==> config.mk <==
export PLATFORM = sky130hd
export DESIGN_NAME = qspi_rom_reader
export DESIGN_NICKNAME = d
export VERILOG_FILES = /design/src/rtl/qspi_pkg.sv /design/src/rtl/qspi_rom_reader.sv
export SDC_FILE = /design/constraint.sdc
export NUM_CORES = 1
export LEC_CHECK = 0
export ABC_AREA = 1
export ABC_CLOCK_PERIOD_IN_PS = 1650
export BUFFER_PORTS_ARGS = -buffer_cell sky130_fd_sc_hd__buf_2
export CORE_AREA = 3 3 52 101
export CTS_CLUSTER_DIAMETER = 40
export DETAILED_ROUTE_END_ITERATION = 10
export DIE_AREA = 0 0 55 104
export GPL_ROUTABILITY_DRIVEN = 0
export GPL_TIMING_DRIVEN = 1
export PLACE_DENSITY = 0.75
export SYNTH_ARGS = -nofsm -noshare
export SYNTH_HDL_FRONTEND = slang
export SYNTH_SLANG_ARGS = --single-unit
==> constraint.sdc <==
create_clock -name clk -period 1.65 [get_ports clk]
set_input_delay 0.0825 -clock clk [delete_from_list [all_inputs] [get_ports clk]]
set_output_delay 0.0825 -clock clk [all_outputs]
set_load 0.02 [all_outputs]
==> src/rtl/qspi_pkg.sv <==
`default_nettype none
// ============================================================================
// Module      : qspi_pkg
// Description : Shared state encoding and default read command for the QSPI
//               cartridge ROM reader.
// Revision    : 1.0 - initial release
// ============================================================================
package qspi_pkg;

    typedef enum logic [2:0] {
        ST_IDLE  = 3'd0,
        ST_CMD   = 3'd1,
        ST_ADDR  = 3'd2,
        ST_DUMMY = 3'd3,
        ST_DATA  = 3'd4,
        ST_DONE  = 3'd5
    } state_t;

    // Quad I/O fast read
    localparam logic [7:0] c_DEFAULT_CMD = 8'hEB;

endpackage
`default_nettype wire

==> src/rtl/qspi_rom_reader.sv <==
`default_nettype none
// ============================================================================
// Module      : qspi_rom_reader
// Description : Reads one byte per request from a quad-SPI flash using a
//               command/address/dummy/data frame, SPI clock at clk/2.
// Revision    : 1.0 - initial release
// ============================================================================
module qspi_rom_reader
    import qspi_pkg::*;
#(
    parameter logic [7:0]  CMD           = c_DEFAULT_CMD,
    parameter logic [23:0] ADDR_BASE     = 24'h000000,
    parameter int          DUMMY_NIBBLES = 4
) (
    input  logic        clk,
    input  logic        rst_n,
    input  logic        req_valid,
    input  logic [12:0] req_addr,
    output logic        req_ready,
    output logic        rsp_valid,
    output logic [7:0]  rsp_data,
    output logic        spi_sel_n,
    output logic        spi_clk,
    output logic [3:0]  spi_dout,
    output logic        spi_oe,
    input  logic [3:0]  spi_din
);

    state_t      r_state;
    logic [3:0]  r_nib_cnt;
    logic        r_phase;
    logic [31:0] r_shift;

    logic [23:0] w_flash_addr;
    logic [3:0]  w_last_cnt;
    logic        w_last;

    assign w_flash_addr = ADDR_BASE + {11'd0, req_addr};

    always_comb begin
        w_last_cnt = 4'd0;
        case (r_state)
            ST_CMD:   w_last_cnt = 4'd1;
            ST_ADDR:  w_last_cnt = 4'd5;
            ST_DUMMY: w_last_cnt = 4'(DUMMY_NIBBLES - 1);
            ST_DATA:  w_last_cnt = 4'd1;
            default:  w_last_cnt = 4'd0;
        endcase
    end

    assign w_last = (r_nib_cnt == w_last_cnt);

    always_ff @(posedge clk or negedge rst_n) begin
        if (!rst_n) begin
            r_state   <= ST_IDLE;
            r_nib_cnt <= 4'd0;
            r_phase   <= 1'b0;
            r_shift   <= 32'd0;
            req_ready <= 1'b0;
            rsp_valid <= 1'b0;
            rsp_data  <= 8'd0;
            spi_sel_n <= 1'b1;
            spi_clk   <= 1'b0;
            spi_dout  <= 4'd0;
            spi_oe    <= 1'b0;
        end else begin
            rsp_valid <= 1'b0;
            case (r_state)
                ST_IDLE: begin
                    req_ready <= 1'b1;
                    if (req_valid && req_ready) begin
                        req_ready <= 1'b0;
                        r_state   <= ST_CMD;
                        r_shift   <= {CMD, w_flash_addr};
                        r_nib_cnt <= 4'd0;
                        r_phase   <= 1'b0;
                        spi_sel_n <= 1'b0;
                        spi_oe    <= 1'b1;
                        spi_dout  <= CMD[7:4];
                    end
                end
                ST_DONE: begin
                    r_state   <= ST_IDLE;
                    req_ready <= 1'b1;
                end
                default: begin
                    if (!r_phase) begin
                        r_phase <= 1'b1;
                        spi_clk <= 1'b1;
                    end else begin
                        // End of a nibble: advance the frame by one nibble
                        r_phase   <= 1'b0;
                        spi_clk   <= 1'b0;
                        r_nib_cnt <= w_last ? 4'd0 : r_nib_cnt + 4'd1;
                        if (r_state == ST_DATA)
                            r_shift <= {r_shift[27:0], spi_din};
                        else
                            r_shift <= r_shift << 4;
                        case (r_state)
                            ST_CMD: begin
                                spi_dout <= r_shift[27:24];
                                if (w_last)
                                    r_state <= ST_ADDR;
                            end
                            ST_ADDR: begin
                                if (w_last) begin
                                    r_state  <= ST_DUMMY;
                                    spi_oe   <= 1'b0;
                                    spi_dout <= 4'd0;
                                end else begin
                                    spi_dout <= r_shift[27:24];
                                end
                            end
                            ST_DUMMY: begin
                                if (w_last)
                                    r_state <= ST_DATA;
                            end
                            ST_DATA: begin
                                if (w_last) begin
                                    r_state   <= ST_DONE;
                                    spi_sel_n <= 1'b1;
                                    rsp_valid <= 1'b1;
                                    rsp_data  <= {r_shift[3:0], spi_din};
                                end
                            end
                            default: r_state <= ST_IDLE;
                        endcase
                    end
                end
            endcase
        end
    end

endmodule
`default_nettype wire

==> run_results.csv <==
group,metric,value,unit
power,p_int,4.22,mW
global_routing,antenna_found_initial,0,
sta,holdWs,0.0270,ns
route,drc,0,
worst_setup_path,r2r_end,"rsp_data[5]",
power,p_switching,3.29,mW
finish,syn_to_final_growth,29.3,%
die,die_height,104,um
die,dieArea,0.00572,mm^2
sta,max_freq,0.600,GHz
placed_design,hpwl,3920,um
sta,final-max-slew-violation-count,0,
clock_tree,path_clk_slew,0.10,ns
sta,period_share,1.01,
sta,tightest_slew,0.601,ns
finish,instances_no_fill,404,
worst_setup_path,end_kind,"flip-flop",
placed_design,placed_cells,383,
sta,hold_viol_final,0,
route,dr.pass1.iters,4,
global_routing,grt_max_degree,31,
route,wire_per_inst,14.5,um
route,drt_iter0_markers,35,
synth,synthCells,283,
power,p_comb_frac,0.563,
power,clock_power_share,0.140,
synth,yosysWarnings,0,
synth,synth.yosys.seq_area_share,0.535,
synth,ys_ff_latch,53,
finish,fin_util,0.692,
hold_path,min_path_type,"in -> reg",
power,power_density,2340,mW/mm^2
die,ios,37,
synth,syn-cell-area,0.00248,mm^2
synth,syn_nets,304,
worst_setup_path,crit_path_end,"rsp_data[5]",
die,initial_utilization,0.535,
route,num_vias,2103,
run,maxCapViolCount,0,
clock_tree,cts_tree,"yes",
clock_tree,insertion_delay,0.31,ns
finish,fin_nets,369,
worst_setup_path,reg2reg_setup_slack,-0.02,ns
clock_tree,clockBufferDepth,2,
power,switching_share,0.438,
placed_design,pre_cts_ws,-0.0365,ns
worst_setup_path,cp.required,1.90,ns
route,viasPerCell,5.21,
finish,drive_above_1_share,0.327,
power,ir_drop,0.00145,V
die,die_w,55,um
finish,fillers,419,
status,status,"complete, but fails checks",
sta,tns,-0.0605,ns
placed_design,io_buffers,36,
status,failed_checks,"setup timing",
worst_setup_path,crit_arrival,1.92,ns
clock_tree,cts_sinks,53,
worst_setup_path,crit_fanout,9,
sta,final-setup-viol-count,7,
worst_setup_path,cp-start-kind,"flip-flop",
worst_setup_path,rr_worst_depth,11,
global_routing,grt_overflow,0,
clock_tree,cts_made_buffers,5,
worst_setup_path,crit_type,"reg -> reg",
sta,slew_headroom,0.599,
synth,ys_types,31,
die,design.core.area,0.00464,mm^2
route,wl,5880,um
die,rows,35,
synth,synth_area_per_cell,8.78,um^2
power,p_leak,1.61,nW
worst_setup_path,worstSetupStartpoint,"r_state[0]",
global_routing,grt_pass1_vias,2109,
worst_setup_path,r2r_start,"r_state[0]",
sta,fin_skew,0.00665,ns
sta,grt_setup_unrepaired,"yes",
global_routing,grtUsageTotal,0.221,
global_routing,grt_pass1_wl,9480,um
route,ant_nets,0,
finish,num_antenna_cells,0,
power,sequentialPowerShare,0.297,
clock_tree,clockRootBuffer,"clkbuf_8",
sta,period_minus_slack,1.67,ns
sta,fin_ws,-0.0154,ns
clock_tree,cts_max_level,2,
-- how the worst min path moves through the flow --
stage	end	start	cells past startpoint	slack [ns]
2_1_floorplan	r_nib_cnt[0]	rst_n	0	-0.21
3_3_place_gp	spi_dout[0]	rst_n	1	0.13
3_5_place_dp	spi_dout[0]	rst_n	1	0.13
4_1_cts	r_shift[1]	req_addr[1]	3	0.01
5_1_grt	r_shift[0]	req_addr[0]	3	0.02
6_report	r_shift[1]	req_addr[1]	3	0.03
-- cell type report --
cell class	instances	area (um^2)	area share
Clock buffer	5	68.8	0.0214
Multi-Input combinational cell	195	1060	0.330
Inverter	23	88.8	0.0277
Tap cell	55	68.8	0.0214
Timing Repair Buffer	70	528	0.164
Sequential cell	53	1330	0.414
Clock inverter	3	68.8	0.0214
-- kinds of logic after synthesis --
kind of cell	share of synthesized area
and+or+nand+nor	0.281
adders and majority gates	0.00504
DFF	0.535
buffers and inverters	0.0710
xor gates and xnor gates	0.0106
AOI/OAI and AO/OA	0.0977
-- layout by cell type, fill, tap and decap left out, drive strengths merged, types with 2 or more instances in the layout --
cell         instances
a21oi                6
a31oi               14
buf                 63
bufinv               2
clkbuf               7
dfrtp               52
dlygate4sd3          5
inv                 24
nand2               99
nand3               21
nand3b               3
nand4                2
nor2                25
o21ai               11
o31ai                7
xor2                 3
-- timing repair --
item | 4_1_cts | 5_1_grt
endpoints found under the hold margin | 27 | 0
pin swaps | 0 | 3
endpoints found under the setup margin | 8 | 44
setup buffers | 0 | 5
resized for setup | 5 | 19
cloned | 1 | 2
hold buffers | 5 | 0
-- synth_stat cells --
| master | n | area [um^2] |
|---|---|---|
| o31ai_1 | 7 | 52.6 |
| dfstp_2 | 1 | 26.3 |
| nand3b_1 | 3 | 22.5 |
| buf_4 | 1 | 7.51 |
| o211ai_1 | 1 | 7.51 |
| nor3_4 | 1 | 16.3 |
| nand3_1 | 19 | 95.1 |
| buf_2 | 4 | 20.0 |
| dfrtp_1 | 52 | 1300 |
| nor2_4 | 5 | 56.3 |
| nand3_2 | 1 | 10.0 |
| nand3_4 | 1 | 17.5 |
| nand2_4 | 1 | 11.3 |
| nand4_1 | 2 | 12.5 |
| inv_4 | 1 | 6.26 |
| xor2_1 | 3 | 26.3 |
| o22ai_1 | 1 | 6.26 |
| nor2_2 | 1 | 6.26 |
| buf_6 | 4 | 45.0 |
| a21oi_1 | 5 | 25.0 |
| inv_2 | 3 | 11.3 |
| nor2_1 | 19 | 71.3 |
| o21ai_1 | 6 | 30.0 |
| o21ai_0 | 5 | 25.0 |
| inv_1 | 19 | 71.3 |
| clkbuf_1 | 4 | 15.0 |
| nand2_2 | 6 | 37.5 |
| a31oi_1 | 14 | 87.6 |
| ha_1 | 1 | 12.5 |
| nand2_1 | 91 | 342 |
| a21oi_2 | 1 | 8.76 |
-- sequential cells by signal, summed over array words and instances (netlist names), 3 cells and up --
| register | cells |
|---|---|
| r_state | 3 |
| rsp_data | 8 |
| r_nib_cnt | 4 |
| r_shift | 28 |
| spi_dout | 4 |
-- worst max-delay path, stage by stage, from the launching register on --
cell      delay, ns
dfrtp_1        0.43
buf_6          0.15
nor2_4         0.10
nand2_2        0.07
nand2_1        0.06
nand3b_1       0.11
nor2_4         0.13
nand2_4        0.11
nor3_4         0.18
buf_12         0.16
nand2_1        0.06
nand2_1        0.05
-- stage by stage --
stage | power, mW | instance area (um^2)
after floorplan | 4.77 | 2480
after global placement | 5.74 | 2850
after detailed placement | 5.84 | 2850
after CTS | 6.97 | 3060
after global routing | 8.14 | 3210
final | 7.51 | 3210
-- layer usage --
metal  share of wire  routed length [um]  vias up  track usage
met2            0.57                3360       41        0.377
met4           0.023                 133        0       0.0783
met3           0.030                 175       13       0.0359
met1            0.38                2210     1005        0.268
li1                -                   -     1044            -
met5               0                   0        -            0
-- power by group through the flow --
stage	Sequential [mW]	Combinational [mW]	Clock, mW
finish	2.23	4.23	1.05
global route	2.30	4.72	1.12
floorplan	2.31	2.46	0
CTS	2.22	3.68	1.07
detailed placement	2.23	3.61	0
global placement	2.22	3.53	0
Note: power is estimated with default switching activity, not from simulation.
